===== config.mk =====
export PLATFORM = sky130hd
export DESIGN_NAME = encoder_scan
export DESIGN_NICKNAME = d
export VERILOG_FILES = /design/src/rtl/encoder_scan.sv
export SDC_FILE = /design/constraint.sdc
export NUM_CORES = 1
export LEC_CHECK = 0
export ABC_AREA = 1
export ABC_CLOCK_PERIOD_IN_PS = 2600
export BUFFER_PORTS_ARGS = -buffer_cell sky130_fd_sc_hd__buf_2
export CAP_MARGIN = 10
export CORE_MARGIN = 3
export CORE_UTILIZATION = 40
export CTS_BUF_LIST = sky130_fd_sc_hd__clkbuf_4 sky130_fd_sc_hd__clkbuf_8
export CTS_CLUSTER_DIAMETER = 50
export CTS_CLUSTER_SIZE = 28
export DETAILED_ROUTE_END_ITERATION = 12
export PLACE_DENSITY = 0.72
export SYNTH_ARGS = -nofsm -noshare
export SYNTH_HDL_FRONTEND = slang
export SYNTH_SLANG_ARGS = --single-unit

===== constraint.sdc =====
create_clock -name clk -period 2.6 [get_ports clk]
set_input_delay 0.26 -clock clk [delete_from_list [all_inputs] [get_ports clk]]
set_output_delay 0.26 -clock clk [all_outputs]
set_load 0.01 [all_outputs]

===== src/rtl/encoder_scan.sv =====
// encoder_scan: sequential N-to-SEL_W encoder that emits one set-line index per valid/ack handshake.
// Define SCAN_MSB_FIRST_EN to emit indices in descending order. The default order is ascending.
module encoder_scan #(
   parameter int N = 32,
   parameter int SEL_W = 5
) (
   input  logic             clk,
   input  logic             rst_n,
   input  logic             enable,
   input  logic             load,
   input  logic [N-1:0]     lines,
   output logic             ready,
   output logic [SEL_W-1:0] selector,
   output logic             valid,
   input  logic             ack,
   output logic             done,
   output logic             empty
);
   typedef enum logic {IDLE, EMIT} state_t;
   state_t state;
   logic [N-1:0] pending, remain;
   logic [SEL_W-1:0] first, next;
   function automatic logic [SEL_W-1:0] pick(input logic [N-1:0] v);
      logic [SEL_W-1:0] r;
      r = '0;
`ifdef SCAN_MSB_FIRST_EN
      for (int i = 0; i < N; i++) if (v[i]) r = SEL_W'(i);
`else
      for (int i = N - 1; i >= 0; i--) if (v[i]) r = SEL_W'(i);
`endif
      return r;
   endfunction
   // remain is what is left once the code currently on the bus is transferred
   assign remain = pending & ~(N'(1) << selector);
   assign first = pick(pending);
   assign next = pick(remain);
   always_ff @(posedge clk or negedge rst_n) begin
      if (!rst_n) begin
         state    <= IDLE;
         pending  <= '0;
         selector <= '0;
         valid    <= 1'b0;
         done     <= 1'b0;
         empty    <= 1'b0;
         ready    <= 1'b1;
      end else begin
         done <= 1'b0;
         if (state == IDLE) begin
            if (enable && load) begin
               if (|lines) begin
                  pending <= lines;
                  empty   <= 1'b0;
                  ready   <= 1'b0;
                  state   <= EMIT;
               end else begin
                  done  <= 1'b1;
                  empty <= 1'b1;
               end
            end
         end else if (!enable) begin
            valid <= 1'b0;
         end else if (valid && ack) begin
            pending <= remain;
            if (|remain) begin
               selector <= next;
            end else begin
               valid <= 1'b0;
               done  <= 1'b1;
               ready <= 1'b1;
               state <= IDLE;
            end
         end else begin
            valid    <= 1'b1;
            selector <= first;
         end
      end
   end
endmodule


---- Word level (Yosys, flattened, before mapping) ----
Cells that the tools add are included.
word-level totals
  input port bits ......................... 37
  memory bits (read-only) ................. 0
  memories ................................ 0
  bits in latches ......................... 0
  bits in writable memories ............... 0
  flip-flop bits (word level) ............. 42
  logic and storage cells ................. 119
operators by class
  $mul .................................... 0
  reductions and logical operators ........ 11
  muxes and demuxes ....................... 92
  $add $sub $neg .......................... 0
  eq/ne operators ......................... 5
  order comparisons ....................... 0
  shifts and indexed selects .............. 1
  divide/modulo/power cells ............... 0
  bitwise logic cells ..................... 3
operator list
  operator                                                            count
  5-bit 2-to-1 mux                                                    66
  32-bit 2-to-1 mux                                                   5
  32-bit OR reduction                                                 2
  32-bit AND                                                          1
  32-bit NOT                                                          1
  1-bit by 5-bit left shift with 32-bit output, first input constant  1
  1-bit 2-to-1 mux                                                    21
  5-bit AND reduction                                                 1
  2-bit by 1-bit != test with 1-bit output, second input constant     2
  2-bit != test, second input constant                                2
  2-bit AND reduction                                                 2
  4-bit AND reduction                                                 1
  2-bit nonzero test                                                  2
  3-bit != test, second input constant                                1
  3-bit AND reduction                                                 1
  1-bit logical AND                                                   2
  1-bit NOT                                                           1

---- Logic depth before layout (Yosys ltp) ----
  word-level depth ........................ 37
  mapped depth ............................ 36
  depth with buffers taken out ............ 36

---- Least setup slack after synthesis ----
OpenSTA, ideal clock, no wires.
  path kind ............................... flip-flop to flip-flop
  from .................................... reg selector[2]
  to ...................................... reg selector[0]
  path slack .............................. 2 ps
  stages on the path, launching flop included .. 37
  library setup time ...................... 122 ps
  buffers on the path ..................... 1
  arrival ................................. 2477 ps
  required time ........................... 2478 ps
  cell sequence ........................... dfrtp_1 > buf_2 > nand4_1 > nor2_1 > nor2_4 > nand2_1 > nand2_1 > nand2_1 > nand2_1 > nand2_1 > nand2_1 > nand2_1 > nand2_1 > nand2_1 > nand2_1 > nand2_1 > nand2_1 > nand2_1 > nand2_1 > nand2_1 > nand2_1 > nand2_1 > nand2_1 > nand2_1 > nand2_1 > nand2_1 > nand2_1 > nand2_1 > nand2_1 > nand2_1 > nand2_1 > nand2_1 > nand2_1 > nand2_1 > nand2_1 > nand2_1 > a21oi_2
between the ends
  word-level cells in the longest chain between the ends .. 37
  elaborated cells on any way between the ends .. 40
  classes of those cells .................. eq/ne (1); shift (1); mux (34); bitwise (2); reduce/logical (2)
ends and longest elaborated chain
  item                                              line  source
  start, declared                                   13    output logic [SEL_W-1:0] selector,
  start signal, assigned                            65    selector <= next;
  start signal, assigned                            74    selector <= first;
  1-bit by 5-bit left shift with 32-bit output (*)  34    assign remain = pending & ~(N'(1) << selector);
  32-bit NOT (*)                                    34
  32-bit AND (*)                                    34
  5-bit 2-to-1 mux (32 in series)                   29    for (int i = N - 1; i >= 0; i--) if (v[i]) r = SEL_W'(i);
  5-bit 2-to-1 mux                                  64    if (|remain) begin
  5-bit 2-to-1 mux                                  62    end else if (valid && ack) begin
Every way passes the cells marked *; elsewhere a longest branch is shown, timed or not. The select of a mux whose other input is x is not followed.
A chain may end at the register's enable or synchronous reset.

---- Worst setup path in the final report ----
  from .................................... reg selector[0]
  to ...................................... reg selector[0]
Same word-level chain as after synthesis.

==> results.md <==
* Outcome: finished with violations
* Failing checks: setup timing
* Met2 routed WL at 4.81 mm
* Worst setup margin at -0.0719 ns
* WL final at 10.1 mm
* Core Footprint at 7020 µm²
* Final setup viols at 1
* Fillers at 646
* Starting DRT DRC Count at 270
* Die height at 92.4 µm
* Crit path required time at 2.82 ns
* Netlist cell types at 35
* Met1 wire length at 4.60 mm
* Post-synthesis sequential area ratio at 35.2%
* ANT nets after route at 0
* Max layer used: met4
* DRC viols at 0
* Max Freq at 374 MHz
* Most frequent cells in the layout: nand2_1, buf_4, buf_2, inv_1, o21ai_0
* Starting density of the core at 42.6%
* Clk_skew at 0.0119 ns
* TritonCTS Buffers at 5
* Syn-to-layout area delta at 44.0%
* Boundary pin count at 46
* Maximum VDD drop at 0.415 mV
* Global Route Usage Sum at 23.5%
* Crit-path max FO at 6
* Arrival time of the worst setup path at 2.89 ns
* Crit path largest cell delay at 0.48 ns
* Worst-Margin Slew at 0.683 ns
* Total die area at 8540 µm²
* Grt ovf at 0
* Initial antenna violation count at 0
* Commonest non-fill, non-tap cell in the layout: nand2_1
* Vias in the first global route at 3338
* Worst Setup End Kind: flop
* RD Place Congestion at 0.962
* RSZ-0062 raised after global routing: yes
* Mapped cell area at 2990 µm²
* Worst hold path type: in2reg
* Max transition margin at 54.3%
* Routed WL per cell at 15.0 µm
* Worst setup SP type: flop
* Reg-to-reg slack, setup at -0.07 ns
* # clock sinks at 42
* Syn nets at 486
* Worst-path clk slew at 0.09 ns
* CTS root buffer: clkbuf_8
* Slew Viols, Final at 0
* Synth Register Bits at 42
* Count of input and output buffers at 45
* Final hold slack at 0.224 ns
* First-pass DRT Iterations at 5
* Fin crit period at 2.67 ns
* PwrDens at 983 nW/µm²
* Slowest stage cell, crit path: dfrtp_2
* Layout cells sized above 1 at 35.9%
* Period utilisation layout at 103%
* Floorplan row count at 30
* DR vias at 3635
* Mean Syn Cell Area at 6.65 µm²
* Largest net degree at the start of global routing at 66
* Clk buf depth at 2
* First-pass GRT wire length at 16.1 mm
* Final HPWL DP at 7.64 mm
* Ys Warns at 0
* Die X at 92.4 µm
* Crit-path most repeated cell: nand2_1
* Fin util at 61.3%
* Layout net count at 613
* Max-Cap Viols at 0
* Via density at 5.40
* Worst-Skew Late Latency at 0.30 ns
* Final Hold Fails at 0
* Antenna Cells at 0
* CTS tree: done
* H-tree depth at 2
* Crit Path Class: reg2reg
* WL met3 at 581 µm
* Post-Syn Instances at 449
* LEAKAGE at 2.14 nW
[area by class of cell]
| class | instances | area [µm²] | area share, % |
|---|---|---|---|
| timing repair buffer | 137 | 938 | 21.8 |
| clock buffer | 7 | 90.1 | 2.09 |
| clock inverter | 1 | 5.00 | 0.116 |
| tap | 96 | 120 | 2.79 |
| inverter | 46 | 180 | 4.19 |
| multi-input combinational | 344 | 1910 | 44.4 |
| sequential | 42 | 1060 | 24.6 |
[sequential cells by signal, indices dropped and copies added (netlist names)]
register	flops
pending	32
selector	5
empty	1
ready	1
valid	1
state	1
done	1
[final timing paths]
check / startpoint / end / depth (start not counted)
setup / recovery: selector[0]$_DFFE_PN0P_ / selector[0]$_DFFE_PN0P_ / 35
hold / removal: lines[1] / pending[1]$_DFFE_PN0P_ / 3
setup reg to reg: selector[0]$_DFFE_PN0P_ / selector[0]$_DFFE_PN0P_ / 35
hold reg to reg: ready$_DFFE_PN1P_ / ready$_DFFE_PN1P_ / 2
max in group asynchronous: rst_n / pending[21]$_DFFE_PN0P_ / 3
min in group asynchronous: rst_n / pending[29]$_DFFE_PN0P_ / 2
[worst max-delay path: cells and delay by family (launching register included)]
kind	cells	cell delay (ns)
compound gates	1	0.14
flops	1	0.48
simple gates	34	1.93
[synthesized netlist by cell type, drive strengths merged]
cell	count	share of area [%]
o21a	1	0.25
clkbuf	13	1.7
o22ai	1	0.21
a221oi	2	0.59
a21oi	16	2.8
nand4	8	1.9
buf	4	0.71
a311oi	2	0.59
a31oi	5	1.0
nand2	134	17
o21bai	1	0.25
clkinv	1	0.13
nor4	10	2.1
dfrtp	41	34
inv	45	5.7
nor3	2	0.50
o31ai	2	0.50
nor2	45	6.2
o211ai	26	6.5
a22oi	1	0.25
dfstp	1	0.88
o21ai	71	13
nand3	17	2.8
[cell families after synthesis]
logic type	Yosys count	share of synthesized area [%]
AND/OR/NAND/NOR	216	30.3
AO/OA/AOI/OAI	128	26.3
buffers and inverters	63	8.17
flip-flops	42	35.2
[stage by stage]
step / worst slack, ns / area [µm²] / setup TNS (ns) / total power, W / instances
after floorplan: 0.00179 / 2990 / 0 / 0.00231 / 449
after global placement: -0.127 / 3880 / -0.444 / 0.00334 / 652
after detailed placement: -0.181 / 3880 / -0.889 / 0.00338 / 652
after CTS: -0.0573 / 4120 / -0.0573 / 0.00401 / 669
after global routing: -0.366 / 4300 / -0.815 / 0.00459 / 673
final: -0.0719 / 4300 / -0.0719 / 0.00423 / 673
[routing by layer]
metal | up-vias | track usage (%)
met5 | - | 0
met4 | 0 | 5.57
met3 | 11 | 3.49
met2 | 125 | 38.9
met1 | 1715 | 32.3
li1 | 1784 | -
[report_power, final]
part	total (W)	leakage, nW	switching, W	internal, W
sequential	0.00114	0.510	0.000250	0.000887
clock	0.000466	0.0517	0.000241	0.000225
combinational	0.00263	1.58	0.00143	0.00119
[repair_timing]
item	4_1_cts	5_1_grt
hold buffers	1	0
buffers inserted	8	4
setup endpoints to repair	9	9
pin swaps	8	9
resized for setup	33	48
hold endpoints to repair	23	0
Note: power is estimated with default switching activity, not from simulation.
